<file path="src/rtl/cpu_trace_buffer.sv">
// Commit-event trace FIFO with sequence tagging and drop tracking.
// Define TRACE_DROP_CNT_EN to enable the saturating drop_cnt counter.
module cpu_trace_buffer #(
  parameter int DEPTH = 16,
  parameter int AW    = 4
) (
  input  logic          clk,
  input  logic          reset,
  input  logic          ev_valid,
  input  logic          ev_kind,
  input  logic [31:0]   ev_pc,
  input  logic [31:0]   ev_addr,
  input  logic [31:0]   ev_data,
  input  logic          clear,
  output logic          out_valid,
  input  logic          out_ready,
  output logic          out_kind,
  output logic [31:0]   out_pc,
  output logic [31:0]   out_addr,
  output logic [31:0]   out_data,
  output logic [15:0]   out_seq,
  output logic [AW:0]   level,
  output logic          overflow,
  output logic [15:0]   drop_cnt
);

  localparam logic [AW:0] FULL_LVL = (AW+1)'(DEPTH);

  logic          mem_kind [DEPTH];
  logic [31:0]   mem_pc   [DEPTH];
  logic [31:0]   mem_addr [DEPTH];
  logic [31:0]   mem_data [DEPTH];
  logic [15:0]   mem_seq  [DEPTH];

  logic [AW-1:0] wr_ptr;
  logic [AW-1:0] rd_ptr;
  logic [AW:0]   lvl;
  logic [15:0]   seq;
  logic          ovf;

  logic          eligible;
  logic          full;
  logic          pop;
  logic          push;
  logic          drop;
  logic [31:0]   st_addr;

  // writes to x0 never reach the trace
  assign eligible = ev_valid &
                    ~(~ev_kind & (ev_addr[4:0] == 5'd0));
  assign full     = (lvl == FULL_LVL);
  assign pop      = out_valid & out_ready;
  assign push     = eligible & (~full | pop);
  assign drop     = eligible & full & ~pop;
  assign st_addr  = ev_kind ? ev_addr
                            : {27'd0, ev_addr[4:0]};

  assign out_valid = (lvl != '0);
  assign out_kind  = mem_kind[rd_ptr];
  assign out_pc    = mem_pc[rd_ptr];
  assign out_addr  = mem_addr[rd_ptr];
  assign out_data  = mem_data[rd_ptr];
  assign out_seq   = mem_seq[rd_ptr];
  assign level     = lvl;
  assign overflow  = ovf;

  always_ff @(posedge clk or negedge reset) begin
    if (!reset) begin
      wr_ptr <= '0;
      rd_ptr <= '0;
      lvl    <= '0;
      seq    <= '0;
      ovf    <= 1'b0;
    end else if (clear) begin
      wr_ptr <= '0;
      rd_ptr <= '0;
      lvl    <= '0;
      seq    <= '0;
      ovf    <= 1'b0;
    end else begin
      if (push) begin
        wr_ptr <= wr_ptr + 1'b1;
        seq    <= seq + 16'd1;
      end
      if (pop)
        rd_ptr <= rd_ptr + 1'b1;
      if (push && !pop)
        lvl <= lvl + 1'b1;
      else if (pop && !push)
        lvl <= lvl - 1'b1;
      if (drop)
        ovf <= 1'b1;
    end
  end

  // payload storage needs no reset; out_* are ignored while empty
  always_ff @(posedge clk) begin
    if (push && !clear) begin
      mem_kind[wr_ptr] <= ev_kind;
      mem_pc[wr_ptr]   <= ev_pc;
      mem_addr[wr_ptr] <= st_addr;
      mem_data[wr_ptr] <= ev_data;
      mem_seq[wr_ptr]  <= seq;
    end
  end

`ifdef TRACE_DROP_CNT_EN
  logic [15:0] dcnt;

  always_ff @(posedge clk or negedge reset) begin
    if (!reset)
      dcnt <= '0;
    else if (clear)
      dcnt <= '0;
    else if (drop && dcnt != 16'hFFFF)
      dcnt <= dcnt + 16'd1;
  end

  assign drop_cnt = dcnt;
`else
  assign drop_cnt = '0;
`endif

endmodule

</file>
<file path="config.mk">
export PLATFORM = sky130hd
export DESIGN_NAME = cpu_trace_buffer
export DESIGN_NICKNAME = d
export VERILOG_FILES = /design/src/rtl/cpu_trace_buffer.sv
export SDC_FILE = /design/constraint.sdc
export NUM_CORES = 1
export LEC_CHECK = 0
export BUFFER_PORTS_ARGS = -buffer_cell sky130_fd_sc_hd__buf_2
export CAP_MARGIN = 20
export CELL_PAD_IN_SITES_DETAIL_PLACEMENT = 1
export CELL_PAD_IN_SITES_GLOBAL_PLACEMENT = 2
export CORE_ASPECT_RATIO = 1.25
export CORE_MARGIN = 5
export CORE_UTILIZATION = 54
export DETAILED_ROUTE_END_ITERATION = 10
export PLACE_DENSITY_LB_ADDON = 0.1
export SYNTH_ARGS = -nofsm -noshare
export SYNTH_HDL_FRONTEND = slang
export SYNTH_SLANG_ARGS = --single-unit
</file>
<file path="constraint.sdc">
create_clock -name clk -period 26.4 [get_ports clk]
set_input_delay 5.28 -clock clk [delete_from_list [all_inputs] [get_ports clk]]
set_output_delay 5.28 -clock clk [all_outputs]
set_load 0.05 [all_outputs]
</file>
After elaboration in Yosys (flattened, before gate mapping)
Memories as Yosys holds them, arrays and structs flattened.
Index checks and enable logic that the tools add are counted.
{"block": "totals", "reg_bits": 30, "mem_bits_rw": 1808, "input_bits": 102, "out_inout_bits": 136, "word_cells": 53, "memories": 5}
{"block": "classes", "addsub": 5, "n_eq_ne": 1, "n_mux": 14, "bitwise_logic": 11, "n_reduce_logical": 12}
{"memory": "mem_addr", "depth": 16, "word_bits": 32, "read_ports": 1, "rd_clocked_by_memory_dff": 0, "write_ports": 1, "line": "31", "source": "logic [31:0] mem_addr [DEPTH];"}
{"memory": "mem_data", "depth": 16, "word_bits": 32, "read_ports": 1, "rd_clocked_by_memory_dff": 0, "write_ports": 1, "line": "32", "source": "logic [31:0] mem_data [DEPTH];"}
{"memory": "mem_pc", "depth": 16, "word_bits": 32, "read_ports": 1, "rd_clocked_by_memory_dff": 0, "write_ports": 1, "line": "30", "source": "logic [31:0] mem_pc [DEPTH];"}
{"memory": "mem_seq", "depth": 16, "word_bits": 16, "read_ports": 1, "rd_clocked_by_memory_dff": 0, "write_ports": 1, "line": "33", "source": "logic [15:0] mem_seq [DEPTH];"}
{"memory": "mem_kind", "depth": 16, "word_bits": 1, "read_ports": 1, "rd_clocked_by_memory_dff": 0, "write_ports": 1, "line": "29", "source": "logic mem_kind [DEPTH];"}
{"cell": "16-bit two-way mux", "n": 2}
{"cell": "32-bit two-way mux", "n": 1}
{"cell": "16-bit by 1-bit adder with 16-bit output (second input constant)", "n": 1}
{"cell": "4-bit two-way mux", "n": 4}
{"cell": "5-bit two-way mux", "n": 3}
{"cell": "4-bit by 1-bit adder with 4-bit output (second input constant)", "n": 2}
{"cell": "1-bit bitwise AND", "n": 6}
{"cell": "2-bit nonzero test", "n": 3}
{"cell": "5-bit by 1-bit adder with 5-bit output (second input constant)", "n": 1}
{"cell": "5-bit == test (second input constant)", "n": 1}
{"cell": "5-bit zero test", "n": 1}
{"cell": "5-bit nonzero test", "n": 1}
{"cell": "5-bit by 1-bit subtractor with 5-bit output (second input constant)", "n": 1}
{"cell": "1-bit two-way mux", "n": 4}
{"cell": "1-bit NOT", "n": 4}
{"cell": "1-bit logical AND", "n": 3}
{"cell": "1-bit zero test", "n": 3}
{"cell": "3-bit nonzero test", "n": 1}
{"cell": "1-bit OR", "n": 1}

Depth between registers and ports, before layout
{"block": "depth", "ltp_word": 10, "depth_mapped": 10, "mapped_depth_nobuf": 8}

Least setup slack after synthesis
OpenSTA, ideal clock, no wires.
{"block": "synth_path", "path_type": "in2reg", "start": "input ev_addr[0]", "end": "memory mem_addr[0][0] (enable)", "setup_time_ns": 0.724, "arrival_ns": 13.838, "required_ns": 25.676, "slack_ns": 11.838, "path_stages": 6, "n_path_buf": 2, "cell_sequence": "or4_1 > o31a_1 > buf_2 > buf_1 > nand4_1 > nor3_1"}
{"block": "synth_via", "elab_chain_cells": 8}
{"item": "start, declared", "line": "12", "source": "input logic [31:0] ev_addr,"}
{"item": "5-bit zero test", "line": "50", "source": "~(~ev_kind & (ev_addr[4:0] == 5'd0));"}
{"item": "1-bit bitwise AND", "line": "50"}
{"item": "1-bit NOT", "line": "50"}
{"item": "1-bit bitwise AND", "line": "49", "source": "assign eligible = ev_valid &"}
{"item": "1-bit bitwise AND", "line": "53", "source": "assign push = eligible & (~full | pop);"}
{"item": "1-bit logical AND", "line": "98", "source": "if (push && !clear) begin"}
{"item": "1-bit two-way mux", "line": "98"}
{"item": "1-bit two-way mux (implied by the code)", "line": "101", "source": "mem_addr[wr_ptr] <= st_addr;"}
{"item": "end, declared", "line": "31"}
No other way between the ends.

Worst setup path after layout
{"block": "layout_path", "start": "register rd_ptr[0]", "end": "output out_seq[14]"}
{"block": "layout_via", "elab_chain_cells": 1}
{"item": "start, declared", "line": "36", "source": "logic [AW-1:0] rd_ptr;"}
{"item": "start signal, assigned", "line": "86", "source": "rd_ptr <= rd_ptr + 1'b1;"}
{"item": "memory 16 x 16 bit"}
{"item": "end, declared", "line": "21", "source": "output logic [15:0] out_seq,"}
No other way between the ends.

==> metrics <==
outcome complete, no violations; slew at the pin with the worst max-slew slack 1.25 ns; family with the most delay on the worst path buffers and inverters; worst hold path type reg -> reg; Power Dens Cells 92.4 nW/um^2; width of the die 332 um; cell taking the most area after synthesis edfxtp_1; CORE AREA 129000 sq um; P_int 5.29 mW; critical path depth in cells 6; syn avg cell area 25.2 sq um; Warnings, synthesis 0; Synth Area in XOR/XNOR 0.0501%; Critical Path Source rd_ptr[0]$_DFFE_PN0P_; Final TNS setup 0 ns; crit end category output port; Mapped Area 69900 sq um; vias 31200; initial antenna violation count 14; fillers 10100; synth unique cells 51; most common cell in the netlist edfxtp_1; max_cap viols 0; register clock-pin slew on the reported worst setup and hold paths 0.06 ns; VDD IR max 0.0000696 V; post-route cell area 78700 sq um; worst endpoint required time 21.12 ns; HPWL after DPL 82800 um; WHS 0.557 ns; Worst Setup EP out_seq[14]; fraction of the mapped netlist area in simple logic gates 1.02%; mux contribution to synthesized area 18.4%; fin crit share 42.4%; leakage dissipation 24.3 nW; R2R depth 7; first-pass GRT wire length 240000 um; Seq/Total Area, Yosys 78.7%; FP Rows 147; fmax 89.3 MHz; Setup Skew 0.0183 ns; H-tree levels 4; Reg power frac 45.0%; Synth Register Bits 1838; final hold violations 0; Die Y 412 um; met3 Usage GRT 4.43%; fraction of registers with async set/reset 1.63%; WL/cell 32.9 um; DRT Wirelength 163000 um; R2R setup slack 21.87 ns; top-area cell type share of the netlist area 77.6%; router iterations before antenna repair 5; vias in the first global route 33900; Setup violations, final 0; worst-path fanout max 49; Synth Area in Compound Gates 0.426%; clock power share 33.2%; vias per cell 6.30; met1 Usage GRT 33.9%; predominant post-synthesis flop cell edfxtp_1; Congestion Overflow GR 0; layout cells sized above 1 34.5%; gr usage total 24.2%; CTS root buf clkbuf_16; Slowest cell on crit path buf_4; worst skew pair latency 0.80 ns; EDFF count, synth 1808; post_cts resized 0; drt drc 0; # nets final 3192; io pins 238; Critical R2R Launch level[0]$_DFFE_PN0P_; Hold-fix buffers, CTS 0; met2 Use GR 40.8%; unrepaired setup endpoints after global routing no; Initial Utilization 54.4%; CTS Sinks 1838; Die Area 137000 sq um; critical-path cell list buf_4 > buf_4 > buf_4 > mux4_2 > mux4_2 > buf_2; Inserted Clock Buffers 174; Arr. time, crit path 5.92 ns; port buffer count 221; Routed Antenna Nets 0; Net Sw Frac 27.3%; Crit path buffers/inverters 4; most frequent CP cell buf_4; largest cells by area after synthesis edfxtp_1 (78%), mux4_2 (18%), dfrtp_1 (1.1%); post-layout min period 11.20 ns; Cells after Synth 2771; switching power 1.99 mW; clk buf depth 3; RD Place Congestion 0.731; Crit path largest cell delay 0.93 ns; final core utilization 61.2%; TritonCTS clock tree built; area of the multi-input gates 14200 sq um; synth cell count leaders edfxtp_1 (1808), mux4_2 (565), clkbuf_1 (59); critical path class reg -> out; headroom to the max-slew limit 16.5%; initial detailed-routing violation count 3079; DP Area 73100 sq um; Worst Setup Start Kind register; Synth Area in Adders 0.208%; count of pins over their slew limit 0; GR peak layer met2; setup bufs post-CTS 0; Sequential Area 55100 sq um; area delta synth->final 12.5%; power share of the combinational group 21.8%; r2r endpoint mem_data[8][8]$_DFFE_PP_; largest family of logic cells by synthesized area multiplexers; largest net degree at the start of global routing 177
-- cell families (layout without fill, tap and decap cells) --
group,count (synthesis),count (layout)
simple gates,131,131
mux,578,578
buf+inv,164,603
other cells,1,22
compound gates,44,44
flops,1838,1838
xor+xnor,4,4
fa+ha+maj,11,11
-- worst min-delay path, stage by stage, from the launching register on --
cell and delay (ns):
dfrtp_1 0.38, a21oi_1 0.05, nor2_1 0.09
-- cells in the final DEF (no fill, tap or decap), drive strengths merged, types with 7 or more instances in the layout --
cell type  instances
a21oi             16
and2              29
buf              278
bufinv            14
clkbuf           220
clkinv            73
conb              16
dfrtp             30
edfxtp          1808
ha                10
inv               15
mux2               7
mux4             565
nand2             15
nand3             16
nor2              25
nor2b              8
or4                7
-- worst min path at each step --
stage | from | to | slack (ns) | depth (start not counted)
after detailed placement | overflow$_DFFE_PN0P_ | overflow$_DFFE_PN0P_ | 0.53 | 2
after global routing | overflow$_DFFE_PN0P_ | overflow$_DFFE_PN0P_ | 0.60 | 2
after global placement | overflow$_DFFE_PN0P_ | overflow$_DFFE_PN0P_ | 0.52 | 2
after CTS | overflow$_DFFE_PN0P_ | overflow$_DFFE_PN0P_ | 0.56 | 2
after floorplan | wr_ptr[0]$_DFFE_PN0P_ | wr_ptr[0]$_DFFE_PN0P_ | 0.57 | 2
final | overflow$_DFFE_PN0P_ | overflow$_DFFE_PN0P_ | 0.56 | 2
-- power by group through the flow --
stage          Clock, mW  Sequential (mW)  Combinational [mW]
2_1_floorplan          0             3.32                1.25
3_3_place_gp           0             3.33                1.57
3_5_place_dp           0             3.33                1.60
4_1_cts             2.47             3.27                1.61
5_1_grt             2.61             3.27                1.68
6_report            2.42             3.27                1.59
-- layer usage --
layer  vias to the layer above  wire length [um]
li1                      12700                 -
met4                         8              3240
met1                     17200             65700
met5                         -                54
met3                       229             10300
met2                      1094             83400
-- area by class of cell --
class	instances	share of cell area, %
antenna	6	0.0191
clock buffer	220	5.78
clock inverter	102	1.16
inverter	3	0.0143
multi-input combinational	784	18.1
sequential	1838	70.0
tap	1713	2.72
timing repair buffer	278	2.22
-- stage by stage --
step	setup WS, ns	std cells	total power [mW]
after floorplan	11.84	2786	4.57
after global placement	15.89	4610	4.90
after detailed placement	15.82	4611	4.94
after CTS	14.93	4933	7.35
after global routing	14.71	4939	7.57
final	15.20	4944	7.27
-- registers in the layout, indices dropped and copies added, names as in the netlist --
signal and count:
mem_pc 512, mem_addr 512, wr_ptr 4, level 5, seq 16, rd_ptr 4, mem_seq 256, overflow 1
mem_kind 16, mem_data 512
(Power assumes the default switching activity.)
